[config.mk]
export PLATFORM = sky130hd
export DESIGN_NAME = lif_step_sched
export DESIGN_NICKNAME = d
export VERILOG_FILES = /design/src/rtl/lif_pkg.sv /design/src/rtl/lif_update_dp.sv /design/src/rtl/lif_step_sched.sv
export SDC_FILE = /design/constraint.sdc
export NUM_CORES = 1
export LEC_CHECK = 0
export BUFFER_PORTS_ARGS = -buffer_cell sky130_fd_sc_hd__buf_4
export CAP_MARGIN = 25
export CORE_MARGIN = 4
export CORE_UTILIZATION = 50
export CTS_CLUSTER_DIAMETER = 40
export CTS_CLUSTER_SIZE = 40
export DETAILED_ROUTE_END_ITERATION = 16
export HOLD_SLACK_MARGIN = 0.12
export PLACE_DENSITY_LB_ADDON = 0.08
export SLEW_MARGIN = 25
export SYNTH_ARGS = -nofsm -noshare
export SYNTH_HDL_FRONTEND = slang
export SYNTH_SLANG_ARGS = --single-unit
[constraint.sdc]
create_clock -name clk -period 3.9 [get_ports clk]
set_clock_uncertainty 0.1 [all_clocks]
set_input_delay 0.585 -clock clk [delete_from_list [all_inputs] [get_ports clk]]
set_output_delay 0.585 -clock clk [all_outputs]
set_load 0.02 [all_outputs]
[src/rtl/lif_pkg.sv]
// rtl/lif_pkg.sv - Q1.14 types, saturation helper and scheduler state encoding
package lif_pkg;

  typedef logic signed [15:0] q14_t;
  typedef logic signed [31:0] acc_t;

  localparam int Q14_MAX = 32767;
  localparam int Q14_MIN = -32768;
  localparam int Q14_ONE = 16384;

  typedef enum logic [2:0] {
    ST_IDLE,
    ST_RD,
    ST_CALC,
    ST_WR,
    ST_EMIT,
    ST_DONE
  } lif_state_e;

  // Clamp a wide accumulator into the Q1.14 representable range.
  function automatic q14_t sat_q14(input acc_t a);
    q14_t r;
    if (a > acc_t'(Q14_MAX)) begin
      r = q14_t'(Q14_MAX);
    end else if (a < acc_t'(Q14_MIN)) begin
      r = q14_t'(Q14_MIN);
    end else begin
      r = a[15:0];
    end
    return r;
  endfunction

endpackage

[src/rtl/lif_update_dp.sv]
// rtl/lif_update_dp.sv - combinational leak, integrate, saturate and threshold
module lif_update_dp
  import lif_pkg::*;
#(
  parameter int LEAK_SHIFT = 4,
  parameter int V_TH       = Q14_ONE
) (
  input  q14_t v,
  input  q14_t i,
  output q14_t v_next,
  output logic spk
);

  acc_t v_ext;
  acc_t i_ext;
  acc_t sum;

  // Widen before the add so the overflow is visible to the clamp, then threshold the clamped value.
  always_comb begin
    v_ext  = acc_t'(v);
    i_ext  = acc_t'(i);
    sum    = v_ext + i_ext - (v_ext >>> LEAK_SHIFT);
    v_next = sat_q14(sum);
    spk    = (acc_t'(v_next) >= acc_t'(V_TH));
  end

endmodule

[src/rtl/lif_step_sched.sv]
// rtl/lif_step_sched.sv - walks every neuron once per timestep through the shared LIF datapath
module lif_step_sched
  import lif_pkg::*;
#(
  parameter int N_NEURONS  = 64,
  parameter int AW         = (N_NEURONS > 1) ? $clog2(N_NEURONS) : 1,
  parameter int LEAK_SHIFT = 4,
  parameter int V_TH       = Q14_ONE,
  parameter int V_RESET    = 0
) (
  input  logic          clk,
  input  logic          rst_n,
  input  logic          step_start,
  output logic          step_busy,
  output logic          step_done,
  output logic          rd_en,
  output logic [AW-1:0] rd_addr,
  input  logic [15:0]   v_rd_data,
  input  logic [15:0]   i_rd_data,
  output logic          wr_en,
  output logic [AW-1:0] wr_addr,
  output logic [15:0]   wr_data,
  output logic          spike_valid,
  input  logic          spike_ready,
  output logic [AW-1:0] spike_idx,
  output logic [AW:0]   spike_count
);

  localparam logic [AW-1:0] K_LAST  = AW'(N_NEURONS - 1);
  localparam logic [AW:0]   CNT_MAX = (AW + 1)'(N_NEURONS);

  lif_state_e      state_q, state_d;
  logic [AW-1:0]   k_q, k_d;
  q14_t            v_next_q, v_next_d;
  logic            spk_q, spk_d;
  logic [AW:0]     cnt_q, cnt_d;

  q14_t            v_rd_s;
  q14_t            i_rd_s;
  q14_t            dp_v_next;
  logic            dp_spk;
  logic            last_k;

  assign v_rd_s = v_rd_data;
  assign i_rd_s = i_rd_data;
  assign last_k = (k_q == K_LAST);

  lif_update_dp #(
    .LEAK_SHIFT (LEAK_SHIFT),
    .V_TH       (V_TH)
  ) u_dp (
    .v      (v_rd_s),
    .i      (i_rd_s),
    .v_next (dp_v_next),
    .spk    (dp_spk)
  );

  // State, neuron index, latched datapath result and spike counter; reset aborts a step outright.
  always_ff @(posedge clk) begin
    if (!rst_n) begin
      state_q  <= ST_IDLE;
      k_q      <= '0;
      v_next_q <= '0;
      spk_q    <= 1'b0;
      cnt_q    <= '0;
    end else begin
      state_q  <= state_d;
      k_q      <= k_d;
      v_next_q <= v_next_d;
      spk_q    <= spk_d;
      cnt_q    <= cnt_d;
    end
  end

  // Next-state and Moore outputs; address/data outputs read zero outside their strobe state.
  always_comb begin
    state_d     = state_q;
    k_d         = k_q;
    v_next_d    = v_next_q;
    spk_d       = spk_q;
    cnt_d       = cnt_q;
    step_done   = 1'b0;
    rd_en       = 1'b0;
    rd_addr     = '0;
    wr_en       = 1'b0;
    wr_addr     = '0;
    wr_data     = '0;
    spike_valid = 1'b0;
    spike_idx   = '0;

    case (state_q)
      ST_IDLE: begin
        if (step_start) begin
          state_d = ST_RD;
          k_d     = '0;
          cnt_d   = '0;
        end
      end
      ST_RD: begin
        rd_en   = 1'b1;
        rd_addr = k_q;
        state_d = ST_CALC;
      end
      ST_CALC: begin
        v_next_d = dp_v_next;
        spk_d    = dp_spk;
        state_d  = ST_WR;
      end
      ST_WR: begin
        wr_en   = 1'b1;
        wr_addr = k_q;
        wr_data = spk_q ? q14_t'(V_RESET) : v_next_q;
        if (spk_q) begin
          if (cnt_q != CNT_MAX) begin
            cnt_d = cnt_q + 1'b1;
          end
          state_d = ST_EMIT;
        end else if (last_k) begin
          state_d = ST_DONE;
        end else begin
          k_d     = k_q + 1'b1;
          state_d = ST_RD;
        end
      end
      ST_EMIT: begin
        spike_valid = 1'b1;
        spike_idx   = k_q;
        if (spike_ready) begin
          if (last_k) begin
            state_d = ST_DONE;
          end else begin
            k_d     = k_q + 1'b1;
            state_d = ST_RD;
          end
        end
      end
      ST_DONE: begin
        step_done = 1'b1;
        state_d   = ST_IDLE;
      end
      default: begin
        state_d = ST_IDLE;
      end
    endcase
  end

  assign step_busy   = (state_q != ST_IDLE);
  assign spike_count = cnt_q;

endmodule

Word level (Yosys, flattened, before mapping)
Cells that the tools add are included.
{"block": "word_totals", "inputBits": 36, "out_inout_bits": 46, "register_bits": 33}
{"block": "classes", "reduce_logical": 7, "order_cmp": 3, "add_sub_neg": 4, "n_mux": 25, "n_eq_ne": 12}
{"op": "$mux W16", "n": 4}
{"op": "$mux W6", "n": 7}
{"op": "$gt A32 B16 Y1 const B", "n": 1}
{"op": "$lt A32 B16 Y1 const B", "n": 1}
{"op": "$mux W7", "n": 3}
{"op": "$pmux W6 S3", "n": 1}
{"op": "$sub A17 B12 Y18", "n": 1}
{"op": "$add A16 B16 Y17", "n": 1}
{"op": "$ge A16 B16 Y1 const B", "n": 1}
{"op": "$pmux W3 S5", "n": 1}
{"op": "$pmux W7 S2", "n": 1}
{"op": "$mux W3", "n": 4}
{"op": "$ne A2 B2 Y1 const B", "n": 5}
{"op": "$reduce_and A4 Y1", "n": 2}
{"op": "$add A7 B1 Y7 const B", "n": 1}
{"op": "$ne A7 B7 Y1 const B", "n": 1}
{"op": "$add A6 B1 Y6 const B", "n": 1}
{"op": "$eq A3 B2 Y1 const B", "n": 2}
{"op": "$eq A3 B3 Y1 const B", "n": 2}
{"op": "$eq A6 B6 Y1 const B", "n": 1}
{"op": "$reduce_bool A3 Y1", "n": 2}
{"op": "$mux W1", "n": 4}
{"op": "$eq A3 B1 Y1 const B", "n": 1}
{"op": "$logic_not A3 Y1", "n": 1}
{"op": "2 further kinds", "n": 2}

Longest topological paths before layout
Gate-level depths: netlist (run 1).
{"block": "logic_depth", "word_depth": 6, "depth_mapped": 13}

Hierarchy
A second synthesis (run 1) with hierarchy kept.
{"block": "hier_totals", "hier_cells": 472, "hier_area_um2": 3580.9}
{"module": "lif_step_sched", "area_each_um2": 1836.8, "cells_each": 227, "n_inst": 1}
{"module": "lif_update_dp", "area_each_um2": 1744.2, "cells_each": 245, "n_inst": 1}

Worst setup path before layout (run 1)
Ideal clock, no wire load.
{"block": "synth_timing", "path_kind": "input -> register", "from": "input v_rd_data[1]", "to": "register spk_q", "setup_time_ns": 0.096, "cell_stages": 11, "n_path_buf": 0, "arrival_ns": 3.244, "path_slack_ns": 0.460, "required_ns": 3.704, "cell_sequence": "inv_1 -> fa_1 -> inv_1 -> fa_1 -> a21o_1 -> a221oi_2 -> o211ai_2 -> or4_4 -> nand3_2 -> nor2_1 -> o41ai_2"}
{"block": "synth_between", "elab_chain_cells": 6}
{"element": "from (decl)", "line": "lif_step_sched.sv:18", "source": "input logic [15:0] v_rd_data,"}
{"element": "$add A16 B16 Y17 *", "line": "lif_update_dp.sv:22", "source": "sum = v_ext + i_ext - (v_ext >>> LEAK_SHIFT);"}
{"element": "$sub A17 B12 Y18 *", "line": "lif_update_dp.sv:22"}
{"element": "$lt A32 B16 Y1", "line": "lif_pkg.sv:25", "source": "end else if (a < acc_t'(Q14_MIN)) begin"}
{"element": "$mux W16", "line": "lif_pkg.sv:25"}
{"element": "$mux W16 *", "line": "lif_pkg.sv:23", "source": "if (a > acc_t'(Q14_MAX)) begin"}
{"element": "$ge A16 B16 Y1 *", "line": "lif_update_dp.sv:24", "source": "spk = (acc_t'(v_next) >= acc_t'(V_TH));"}
{"element": "to (signal assigned)", "line": "lif_step_sched.sv:70", "source": "spk_q <= spk_d;"}
{"element": "to (decl)", "line": "lif_step_sched.sv:35", "source": "logic spk_q, spk_d;"}
Mark *: on every way between the ends. The rest lies on a longest branch, timed or not.
A chain may end at the register's enable or synchronous reset.

Worst setup path after layout (run 1)
{"block": "layout_timing", "from": "input v_rd_data[1]", "to": "register v_next_q[13]"}
{"block": "layout_between", "elab_chain_cells": 5}
{"element": "$add A16 B16 Y17 *", "line": "lif_update_dp.sv:22"}
{"element": "$sub A17 B12 Y18 *", "line": "lif_update_dp.sv:22"}
{"element": "$lt A32 B16 Y1", "line": "lif_pkg.sv:25"}
{"element": "$mux W16", "line": "lif_pkg.sv:25"}
{"element": "$mux W16 *", "line": "lif_pkg.sv:23"}
{"element": "to (signal assigned)", "line": "lif_step_sched.sv:69", "source": "v_next_q <= v_next_d;"}
{"element": "to (decl)", "line": "lif_step_sched.sv:34", "source": "q14_t v_next_q, v_next_d;"}
Marked as above.

==> flow_summary.rst, run 1 <==
.. list-table::
   :header-rows: 1

   * - Metric
     - Value
   * - Run status
     - complete, no violations
   * - Commonest cells post-synth
     - 70 x inv_1, 39 x nand2_1, 33 x dfxtp_1
   * - Final HPWL from detailed placement
     - 5480 um
   * - Count of nets after finishing
     - 538
   * - Syn. warnings
     - 0
   * - #FFs+latches synth
     - 33
   * - Diode count
     - 0
   * - Register-to-register path setup slack
     - 1.55 ns
   * - Floorplan die area
     - 7220 um^2
   * - Port Buffers
     - 81
   * - Fin. Hold Viols
     - 0
   * - Number of placed instances with taps included
     - 532
   * - Sum of negative setup slack
     - 0 ns
   * - Async set or reset register ratio after synthesis
     - 0%
   * - Type of the tightest min-delay check
     - register to register
   * - Die Height
     - 85.0 um
   * - Number of vias per cell
     - 5.11
   * - Avg Synthesized Cell Area
     - 7.70 um^2
   * - Library cell with the largest summed area after synthesis
     - dfxtp_1
   * - Number of cell instances on the worst register-to-register path
     - 7
   * - Overall track demand over capacity in global routing
     - 18.3%
   * - Fraction of synthesized cell area taken by the top area cell type
     - 22.3%
   * - Mapped Area
     - 2960 um^2
   * - End of the worst register-to-register path
     - k_q[4]$_SDFFE_PN0P_
   * - Share of final-layout standard cells stronger than drive strength 1
     - 21.6%
   * - Buffers from clock root to sink, at most
     - 2
   * - Clock edge transition at the registers on the reported setup and hold paths
     - 0.06 ns
   * - Register area share after synthesis
     - 22.3%
   * - Number of global-route vias before repair
     - 2,509
   * - Number of detailed-routing iterations run before antenna repair
     - 4
   * - Remaining design rule violation count
     - 0
   * - # clock sinks
     - 33
   * - Placeable core region
     - 5640 um^2
   * - Synth-to-layout area growth
     - 26.1%
   * - Instance area after placement
     - 3660 um^2
   * - Number of enable-type register cells in the synthesized netlist
     - 0
   * - Slew at the pin closest to its max-slew limit
     - 0.861 ns
   * - Endpoint, Worst Hold
     - v_next_q[14]$_SDFFE_PN0P_
   * - Critical path launch point type
     - input port
   * - Number of routed nets with antenna violations
     - 0
   * - Most used DFF post-synth
     - dfxtp_1
   * - Setup Viol. Count Final
     - 0
   * - Fin Hold WS
     - 0.360 ns
   * - Highest Clock Rate
     - 0.298 GHz
   * - Non-filler instance count after layout
     - 540
   * - Biggest fanout along the worst timing path
     - 10
   * - # hold bufs at CTS
     - 0
   * - Fin crit share
     - 86.0%
   * - Total congestion overflow
     - 0
   * - Post-synth cell types
     - 53
   * - Maximum number of pins on one net before global-route repair
     - 18
   * - Number of ports placed on the die boundary
     - 82
   * - Data arrival time of the critical path
     - 3.47 ns
   * - Max-slew headroom
     - 42.5%
   * - Later-pin clock latency in the skew report
     - 0.27 ns
   * - Cell count of the worst hold path
     - 2
   * - Maximum resistive drop on vdd
     - 0.169 mV
   * - Die extent in x
     - 85.0 um
   * - Launching point of the worst reg2reg path
     - state_q[2]$_SDFFE_PN0P_
   * - Total Routed Length
     - 6580 um
   * - Leakage power
     - 1.97 nW
   * - Initial detailed-routing violation count
     - 118
   * - Synth Net Count
     - 456
   * - Power after layout
     - 1.21 mW
   * - Global placer's final weighted congestion
     - 0.813
   * - Post-layout minimum cycle time
     - 3.36 ns
   * - Setup repair after global routing missed its margin
     - false
   * - CP Data Required Time
     - 4.01 ns
   * - Power density over cell area
     - 324 nW/um^2
   * - Cell chosen for the clock root
     - clkbuf_8
   * - Initial cell density of the core
     - 52.5%
   * - Largest cells by area after synthesis
     - dfxtp_1 22%, fa_1 10%, inv_1 8.9%
   * - Level count of the clock H-tree
     - 2
   * - Number of cells produced by synthesis
     - 385
   * - First-pass GRT wire length
     - 11,200 um
   * - Crit Path Class
     - input port to register
   * - Pins Over Slew Limit
     - 0
   * - Per-cell routed wire length
     - 12.2 um
   * - Count of cells resized by post-cts repair
     - 0
   * - # Max-Cap Violations
     - 0
   * - Total number of vias
     - 2,759
   * - TritonCTS clock tree
     - done
   * - Endpoint class of the critical path
     - register
   * - Number of buffers created by CTS
     - 5
   * - Hold path start
     - v_next_q[14]$_SDFFE_PN0P_
   * - Std cell rows
     - 27
   * - Total of fill cells in the finished design
     - 539
   * - Initial antenna violation count
     - 0
   * - Postcts setup bufs
     - 0
   * - Most common cell in the netlist
     - inv_1
   * - Post-route design area
     - 3740 um^2
[stage by stage]
stage	setup slack (ns)	utilization, %
6_report	0.545	66.3
5_1_grt	0.319	66.3
2_1_floorplan	0.460	-
3_3_place_gp	0.305	64.8
3_5_place_dp	0.241	64.8
4_1_cts	0.527	66.3
[placed cells by master (no fill, tap or decap), types with 11 or more instances in the layout]
master and n:
and3_1 12, xnor2_1 13, xor2_1 11, o21ai_0 13
fa_1 15, ha_1 20, buf_4 86, and2_1 29
a21oi_1 14, dfxtp_1 33, inv_1 70, nor2_1 26
a22oi_1 11, nand2_1 39
[registers in the layout, indices dropped and copies added (netlist names)]
register and flops:
v_next_q 16, spike_count 7, k_q 6, state_q 3, spk_q 1
[kinds of logic (layout without fill, tap and decap cells)]
group,after synthesis,after routing,share of synthesized area [%]
simple gates,137,137,23.8
compound gates,74,74,17.6
mux,1,1,0.338
buf+inv,81,164,10.3
fa+ha+maj,35,35,18.6
xor+xnor,24,24,7.09
flops,33,33,22.3
[worst max-delay path: stages]
cell	delay, ns
buf_4	0.08
inv_1	0.04
fa_1	0.53
inv_1	0.07
fa_1	0.45
a21o_1	0.22
a221oi_2	0.38
buf_4	0.19
o2111ai_1	0.10
a21oi_1	0.27
o311a_1	0.21
buf_4	0.18
a22oi_1	0.08
nand2_1	0.11
[worst max path at each step]
| stage | from | slack (ns) | cells past startpoint | end |
|---|---|---|---|---|
| 6_report | v_rd_data[1] | 0.54 | 14 | v_next_q[13]$_SDFFE_PN0P_ |
| 5_1_grt | v_rd_data[1] | 0.32 | 14 | v_next_q[7]$_SDFFE_PN0P_ |
| 4_1_cts | v_rd_data[8] | 0.53 | 13 | v_next_q[4]$_SDFFE_PN0P_ |
| 2_1_floorplan | v_rd_data[1] | 0.46 | 11 | spk_q$_SDFFE_PN0P_ |
| 3_3_place_gp | v_rd_data[8] | 0.30 | 13 | v_next_q[0]$_SDFFE_PN0P_ |
| 3_5_place_dp | v_rd_data[1] | 0.24 | 12 | spk_q$_SDFFE_PN0P_ |
[routing by layer]
metal / vias to the layer above / global-route usage, % / share of wire, %
li1: 1442 / - / -
met1: 1244 / 27.0 / 50
met2: 68 / 27.8 / 44
met3: 5 / 3.50 / 5.2
met4: 0 / 4.03 / 0.96
met5: - / 0 / 0
[final cells by class]
class	count	area, um^2	share of cell area, %
clock buffers	6	72.6	1.94
clock inverters	2	10.0	0.268
inverters	70	263	7.03
multi-input cells	271	2000	53.4
flip-flops and latches	33	661	17.7
well taps	72	90.1	2.41
repair buffers	86	646	17.3
[power breakdown]
part	total (mW)	internal, mW	switching [mW]
Combinational	0.572	0.242	0.330
Clock	0.243	0.124	0.119
Sequential	0.397	0.372	0.0255
Power figures use the tool's default switching activity.
==> run 2, diff against run 1 <==
--- a/config.mk
+++ b/config.mk
@@ -8,10 +8,11 @@
 export BUFFER_PORTS_ARGS = -buffer_cell sky130_fd_sc_hd__buf_4
 export CAP_MARGIN = 25
 export CORE_MARGIN = 4
-export CORE_UTILIZATION = 50
+export CORE_UTILIZATION = 48
 export CTS_CLUSTER_DIAMETER = 40
 export CTS_CLUSTER_SIZE = 40
 export DETAILED_ROUTE_END_ITERATION = 16
+export GPL_ROUTABILITY_DRIVEN = 0
 export HOLD_SLACK_MARGIN = 0.12
 export PLACE_DENSITY_LB_ADDON = 0.08
 export SLEW_MARGIN = 25
==> constraint.sdc (replaced) <==
create_clock -name clk -period 2.8 [get_ports clk]
set_clock_uncertainty 0.1 [all_clocks]
set_input_delay 0.42 -clock clk [delete_from_list [all_inputs] [get_ports clk]]
set_output_delay 0.42 -clock clk [all_outputs]
set_load 0.02 [all_outputs]
==> flow_summary.rst, run 2 (synthesis results as in run 1) <==
.. list-table::
   :header-rows: 1

   * - Metric
     - Value
   * - Run status
     - complete, but fails checks
   * - Violated checks
     - setup timing
   * - Slew at the pin closest to its max-slew limit
     - 0.573 ns (-0.288 ns)
   * - Clock edge transition at the registers on the reported setup and hold paths
     - 0.07 ns (about the same)
   * - Non-filler instance count after layout
     - 589 (+9.1%)
   * - Total number of vias
     - 2,958 (+7.2%)
   * - Floorplan die area
     - 7500 um^2 (+3.8%)
   * - Remaining design rule violation count
     - 0 (unchanged)
   * - Fin. Hold Viols
     - 0 (unchanged)
   * - Initial cell density of the core
     - 49.8% (-2.8 points)
   * - Critical path launch point type
     - input port
   * - Diode count
     - 0 (unchanged)
   * - Fin Hold WS
     - 0.326 ns (-0.0334 ns)
   * - Crit Path Class
     - input port to register
   * - Final HPWL from detailed placement
     - 6020 um (+9.8%)
   * - Post-route design area
     - 4390 um^2 (+18%)
   * - Number of placed instances with taps included
     - 578 (+8.6%)
   * - # hold bufs at CTS
     - 0 (unchanged)
   * - Number of ports placed on the die boundary
     - 82 (unchanged)
   * - Power density over cell area
     - 476 nW/um^2 (+47%)
   * - TritonCTS clock tree
     - done
   * - Cell chosen for the clock root
     - clkbuf_8
   * - Layout Utilization
     - 73.8% (+7.5 points)
   * - Overall track demand over capacity in global routing
     - 20.8% (+2.4 points)
   * - Biggest fanout along the worst timing path
     - 4 (-6)
   * - Max-slew headroom
     - 61.7% (+19 points)
   * - Fin crit share
     - 105%
   * - Commonest non-fill, non-tap cell in the layout
     - buf_4
   * - Initial detailed-routing violation count
     - 77 (-35%)
   * - Data arrival time of the critical path
     - 3.03 ns (-0.44 ns)
   * - Endpoint class of the critical path
     - register
   * - Total congestion overflow
     - 0 (unchanged)
   * - Post-layout worst setup margin
     - -0.142 ns (-0.687 ns)
   * - Number of vias per cell
     - 5.02 (-1.7%)
   * - Synth-to-layout area growth
     - 48.2%
   * - First-pass GRT wire length
     - 12,600 um (+12%)
   * - Placeable core region
     - 5960 um^2 (+5.6%)
   * - Number of routed nets with antenna violations
     - 0 (unchanged)
   * - Register bank with the most flops
     - v_next_q
   * - # Max-Cap Violations
     - 0 (unchanged)
   * - Commonest cells after routing, fill and taps aside
     - 127 x buf_4, 66 x inv_1, 37 x nand2_1
   * - Count of nets after finishing
     - 585 (+8.7%)
   * - Later-pin clock latency in the skew report
     - 0.28 ns (about the same)
   * - Setup repair after global routing missed its margin
     - true
   * - Maximum number of pins on one net before global-route repair
     - 18 (unchanged)
   * - Leakage power
     - 2.23 nW (+13%)
   * - Post-layout minimum cycle time
     - 2.94 ns
   * - Instance area after placement
     - 4120 um^2 (+13%)
   * - Number of global-route vias before repair
     - 2,905 (+16%)
   * - Std cell rows
     - 28 (+3.7%)
   * - Number of buffers created by CTS
     - 5 (unchanged)
   * - Total of fill cells in the finished design
     - 496 (-8.0%)
   * - Total Routed Length
     - 7600 um (+15%)
   * - Setup Viol. Count Final
     - 15 (+15)
   * - Post-placement worst setup slack
     - -0.480 ns (-0.721 ns)
   * - Per-cell routed wire length
     - 12.9 um (+5.9%)
   * - Die Height
     - 86.6 um (+1.9%)
   * - Number of flip-flops in the largest register
     - 16 (unchanged)
   * - Pins Over Slew Limit
     - 0 (unchanged)
   * - Initial antenna violation count
     - 0 (unchanged)
   * - CP Data Required Time
     - 2.89 ns (-1.12 ns)
   * - Share of final-layout standard cells stronger than drive strength 1
     - 36.4% (+15 points)
   * - Port Buffers
     - 81 (unchanged)
   * - Level count of the clock H-tree
     - 2 (unchanged)
   * - Maximum resistive drop on vdd
     - 0.325 mV (+93%)
   * - Buffers from clock root to sink, at most
     - 2 (unchanged)
   * - Number of detailed-routing iterations run before antenna repair
     - 4 (unchanged)
   * - Type of the tightest min-delay check
     - input port to register
   * - Launching point of the worst reg2reg path
     - state_q[2]$_SDFFE_PN0P_
   * - Crit. Startpoint
     - v_rd_data[1]
   * - Hold path start
     - spike_ready
   * - # clock sinks
     - 33 (unchanged)
   * - Highest Clock Rate
     - 0.340 GHz
   * - Die extent in x
     - 86.6 um (+1.9%)
[run 2: cell count changes in the layout (fill, tap and decap cells not counted), moves of 3 or more]
cell	previous run	this run
a21oi_1	14	11
a21oi_2	0	3
a22oi_1	11	1
a22oi_2	0	10
buf_4	86	127
buf_6	0	5
ha_1	20	12
ha_4	0	8
inv_1	70	66
inv_2	0	3
[run 2: layout make-up]
cell class	instances	area, um^2	share of cell area (%)
Multi-Input combinational cell	271	2260	51.4
Inverter	70	270	6.15
Clock buffer	7	86.3	1.97
Sequential cell	33	661	15.0
Timing Repair Buffer	133	1020	23.3
Tap cell	75	93.8	2.14
[run 2: stage by stage]
step | setup TNS, ns | total power, mW
detailed placement | -6.73 | 1.61
finish | -0.646 | 2.09
global route | -2.55 | 2.24
CTS | -0.284 | 2.06
floorplan | -2.41 | 1.22
global placement | -5.97 | 1.59
[run 2: where the power goes]
part / leakage (nW) / internal [mW] / switching [mW]
registers: 0.268 / 0.518 / 0.0401
clock network: 0.0443 / 0.195 / 0.168
logic: 1.92 / 0.584 / 0.587
total: 2.23 / 1.30 / 0.795
[run 2: critical path, cell delays in order]
cell and delay (ns):
buf_8 0.08, inv_8 0.02, fa_1 0.54, inv_2 0.05, fa_2 0.38, a21o_1 0.20
a221oi_4 0.28, o211ai_2 0.14, or4_4 0.44, nand3_4 0.11, nor3_1 0.06, o41ai_2 0.29
[run 2: layer usage]
layer | track usage, % | share of wire (%) | vias up
li1 | - | - | 1532
met1 | 26.6 | 46 | 1348
met2 | 36.3 | 49 | 74
met3 | 3.52 | 4.3 | 4
met4 | 5.10 | 0.91 | 0
met5 | 0 | 0 | -
[run 2: path summary, 6_finish.rpt]
check                                                  to  slack (ns)  depth (start not counted)
worst max register to register        k_q[5]$_SDFFE_PN0P_        0.38                          7
worst min-delay path              state_q[0]$_SDFFE_PN0P_        0.33                          3
worst min register to register  v_next_q[15]$_SDFFE_PN0P_        0.37                          2
worst max-delay path                   spk_q$_SDFFE_PN0P_       -0.14                         12
[run 2: repair_timing]
| item | in CTS | in global routing |
|---|---|---|
| setup buffers | 2 | 2 |
| pin swaps | 9 | 6 |
| endpoints found under the setup margin | 16 | 17 |
| resized for setup | 23 | 5 |
==> run 3, diff against run 2 <==
--- a/config.mk
+++ b/config.mk
@@ -14,7 +14,7 @@
 export DETAILED_ROUTE_END_ITERATION = 16
 export GPL_ROUTABILITY_DRIVEN = 0
 export HOLD_SLACK_MARGIN = 0.12
-export PLACE_DENSITY_LB_ADDON = 0.08
+export PLACE_DENSITY = 0.77
 export SLEW_MARGIN = 25
 export SYNTH_ARGS = -nofsm -noshare
 export SYNTH_HDL_FRONTEND = slang
==> flow_summary.rst, run 3 (synthesis results as in run 1) <==
.. list-table::
   :header-rows: 1

   * - Metric
     - Value
   * - Run status
     - complete, but fails checks
   * - Initial detailed-routing violation count
     - 174 (+130%)
   * - Later-pin clock latency in the skew report
     - 0.28 ns (about the same)
   * - Number of cell instances on the worst register-to-register path
     - 7 (unchanged)
   * - TritonCTS clock tree
     - done
   * - Crit path largest cell delay
     - 0.54 ns (about the same)
   * - Launching point of the worst reg2reg path
     - state_q[2]$_SDFFE_PN0P_
   * - Register-to-register path setup slack
     - 0.47 ns (+0.09 ns)
   * - Number of ports placed on the die boundary
     - 82 (unchanged)
   * - Maximum number of pins on one net before global-route repair
     - 18 (unchanged)
   * - Final HPWL from detailed placement
     - 6240 um (+3.6%)
   * - Diode count
     - 0 (unchanged)
   * - Commonest non-fill, non-tap cell in the layout
     - buf_4
   * - Critical path launch point type
     - input port
   * - # hold bufs at CTS
     - 0 (unchanged)
   * - Level count of the clock H-tree
     - 2 (unchanged)
   * - Number of global-route vias before repair
     - 3,176 (+9.3%)
   * - Power density over cell area
     - 485 nW/um^2 (+1.9%)
   * - Power after layout
     - 2.18 mW (+4.2%)
   * - Family of cells with the greatest summed delay on the critical path
     - compound AO/OA/AOI/OAI gates
   * - Setup repair after global routing missed its margin
     - true
   * - Violated checks
     - setup timing
   * - Per-cell routed wire length
     - 14.1 um (+9.5%)
   * - CP Buf/Inv Count
     - 4 (+1)
   * - Overall track demand over capacity in global routing
     - 22.6% (+1.8 points)
   * - Port Buffers
     - 81 (unchanged)
   * - Type of the tightest min-delay check
     - input port to register
   * - Setup Viol. Count Final
     - 16 (+1)
   * - Depth of the critical timing path with buffers and inverters included
     - 13 (+1)
   * - Slowest cell on the critical path
     - fa_1
   * - Die Height
     - 86.6 um (unchanged)
   * - Maximum resistive drop on vdd
     - 0.232 mV (-28%)
   * - Initial cell density of the core
     - 49.8% (unchanged)
   * - Slew at the pin closest to its max-slew limit
     - 0.677 ns (+0.104 ns)
   * - List of cells traversed by the critical path
     - buf_8, inv_8, fa_1, inv_2, fa_2, a21o_1, a221oi_4, buf_4, o2111ai_2, a21oi_2, a32o_2, nor2_4, a31oi_1
   * - # clock sinks
     - 33 (unchanged)
   * - CP Data Required Time
     - 2.91 ns (+0.02 ns)
   * - Synth-to-layout area growth
     - 51.6%
   * - Commonest cells after routing, fill and taps aside
     - 133 x buf_4, 67 x inv_1, 37 x nand2_1
   * - Placeable core region
     - 5960 um^2 (unchanged)
   * - Fin crit share
     - 106% (+0.94 points)
   * - Total number of vias
     - 3,123 (+5.6%)
   * - End of the worst register-to-register path
     - k_q[4]$_SDFFE_PN0P_
   * - Crit. Startpoint
     - v_rd_data[1]
   * - Clock edge transition at the registers on the reported setup and hold paths
     - 0.06 ns (about the same)
   * - # Max-Cap Violations
     - 0 (unchanged)
   * - Biggest fanout along the worst timing path
     - 4 (unchanged)
   * - Floorplan die area
     - 7500 um^2 (unchanged)
   * - Pins Over Slew Limit
     - 0 (unchanged)
   * - Post-layout worst setup margin
     - -0.169 ns (-0.0262 ns)
   * - Leakage power
     - 2.27 nW (+1.8%)
   * - Number of buffers created by CTS
     - 5 (unchanged)
   * - Highest Clock Rate
     - 0.337 GHz (-0.88%)
   * - Number of flip-flops in the largest register
     - 16 (unchanged)
   * - Initial antenna violation count
     - 0 (unchanged)
   * - Number of routed nets with antenna violations
     - 0 (unchanged)
   * - Std cell rows
     - 28 (unchanged)
   * - Max-slew headroom
     - 54.8% (-6.9 points)
   * - Die extent in x
     - 86.6 um (unchanged)
   * - Share of final-layout standard cells stronger than drive strength 1
     - 37.7% (+1.3 points)
   * - Data arrival time of the critical path
     - 3.07 ns (+0.04 ns)
   * - Total congestion overflow
     - 0 (unchanged)
   * - Fin. Hold Viols
     - 0 (unchanged)
   * - First-pass GRT wire length
     - 13,900 um (+9.8%)
   * - Buffers from clock root to sink, at most
     - 2 (unchanged)
   * - Cell chosen for the clock root
     - clkbuf_8
   * - Cell count of the worst hold path
     - 3 (unchanged)
   * - Count of nets after finishing
     - 590 (+0.85%)
   * - Endpoint class of the critical path
     - register
   * - Register bank with the most flops
     - v_next_q
   * - Critical path capture point
     - v_next_q[2]$_SDFFE_PN0P_
   * - Post-layout minimum cycle time
     - 2.97 ns (+0.0262 ns)
   * - Fin Hold WS
     - 0.315 ns (-0.0117 ns)
   * - Total Routed Length
     - 8410 um (+11%)
   * - Crit Path Class
     - input port to register
   * - Remaining design rule violation count
     - 0 (unchanged)
   * - Number of vias per cell
     - 5.25 (+4.5%)
   * - Number of detailed-routing iterations run before antenna repair
     - 4 (unchanged)
-- run 3: cell types whose count changed in the layout (fill, tap and decap cells not counted), moves of 2 or more --
cell	change
buf_4	+6
a31oi_1	-2
a31oi_2	+2
nor2_2	-2
-- run 3: per-layer routing --
layer / global-route usage [%] / vias to the layer above / routed length [um] / part of all wire [%]
met5: 0 / - / 0 / 0
met4: 7.51 / 0 / 151 / 1.8
met3: 3.14 / 14 / 442 / 5.3
met2: 43.0 / 101 / 4540 / 54
met1: 25.5 / 1473 / 3280 / 39
li1: - / 1535 / - / -
-- run 3: final cells by class --
type | count | area, um^2
Multi-Input combinational cell | 271 | 2310
Fill cell | 435 | 1460
Timing Repair Buffer | 138 | 1060
Sequential cell | 33 | 661
Inverter | 70 | 270
Clock buffer | 7 | 96.3
Tap cell | 75 | 93.8
Clock inverter | 1 | 5.00
-- run 3: what timing repair did --
| item | CTS | global route |
|---|---|---|
| pin swaps | 21 | 6 |
| setup buffers | 8 | 3 |
| endpoints found under the setup margin | 16 | 17 |
| gates cloned | 1 | 0 |
| resized for setup | 24 | 7 |
-- run 3: power breakdown --
| part | leakage [nW] | total, mW | internal [mW] | switching (mW) |
|---|---|---|---|---|
| Combinational | 1.95 | 1.23 | 0.612 | 0.620 |
| Sequential | 0.268 | 0.557 | 0.518 | 0.0387 |
| Clock | 0.0542 | 0.390 | 0.222 | 0.168 |
-- run 3: per-stage QoR --
stage / util (%) / TNS, ns / setup slack (ns) / instance area (um^2) / std cells
3_3_place_gp: 68.9 / -6.03 / -0.444 / 4110 / 576
4_1_cts: 74.3 / -1.18 / -0.157 / 4430 / 592
6_report: 75.4 / -1.99 / -0.169 / 4490 / 595
3_5_place_dp: 68.9 / -7.26 / -0.511 / 4110 / 576
5_1_grt: 75.4 / -3.37 / -0.247 / 4490 / 595
2_1_floorplan: - / -2.41 / -0.343 / 3110 / 385
-- run 3: worst min path at each step --
stage / start / endpoint
final: spike_ready / state_q[0]$_SDFFE_PN0P_
after global routing: spike_ready / state_q[0]$_SDFFE_PN0P_
after CTS: spike_ready / state_q[0]$_SDFFE_PN0P_
after detailed placement: v_next_q[14]$_SDFFE_PN0P_ / v_next_q[14]$_SDFFE_PN0P_
after global placement: v_next_q[14]$_SDFFE_PN0P_ / v_next_q[14]$_SDFFE_PN0P_
after floorplan: v_next_q[14]$_SDFFE_PN0P_ / v_next_q[14]$_SDFFE_PN0P_
-- run 3: worst register-to-register path, delay by kind of cell, from the launching register on --
kind                   cells  cell delay [ns]
AO/OA/AOI/OAI              1             0.46
XOR/XNOR                   1             0.17
buffers and inverters      1             0.08
flip-flops                 1             0.45
AND/OR/NAND/NOR            4             0.94
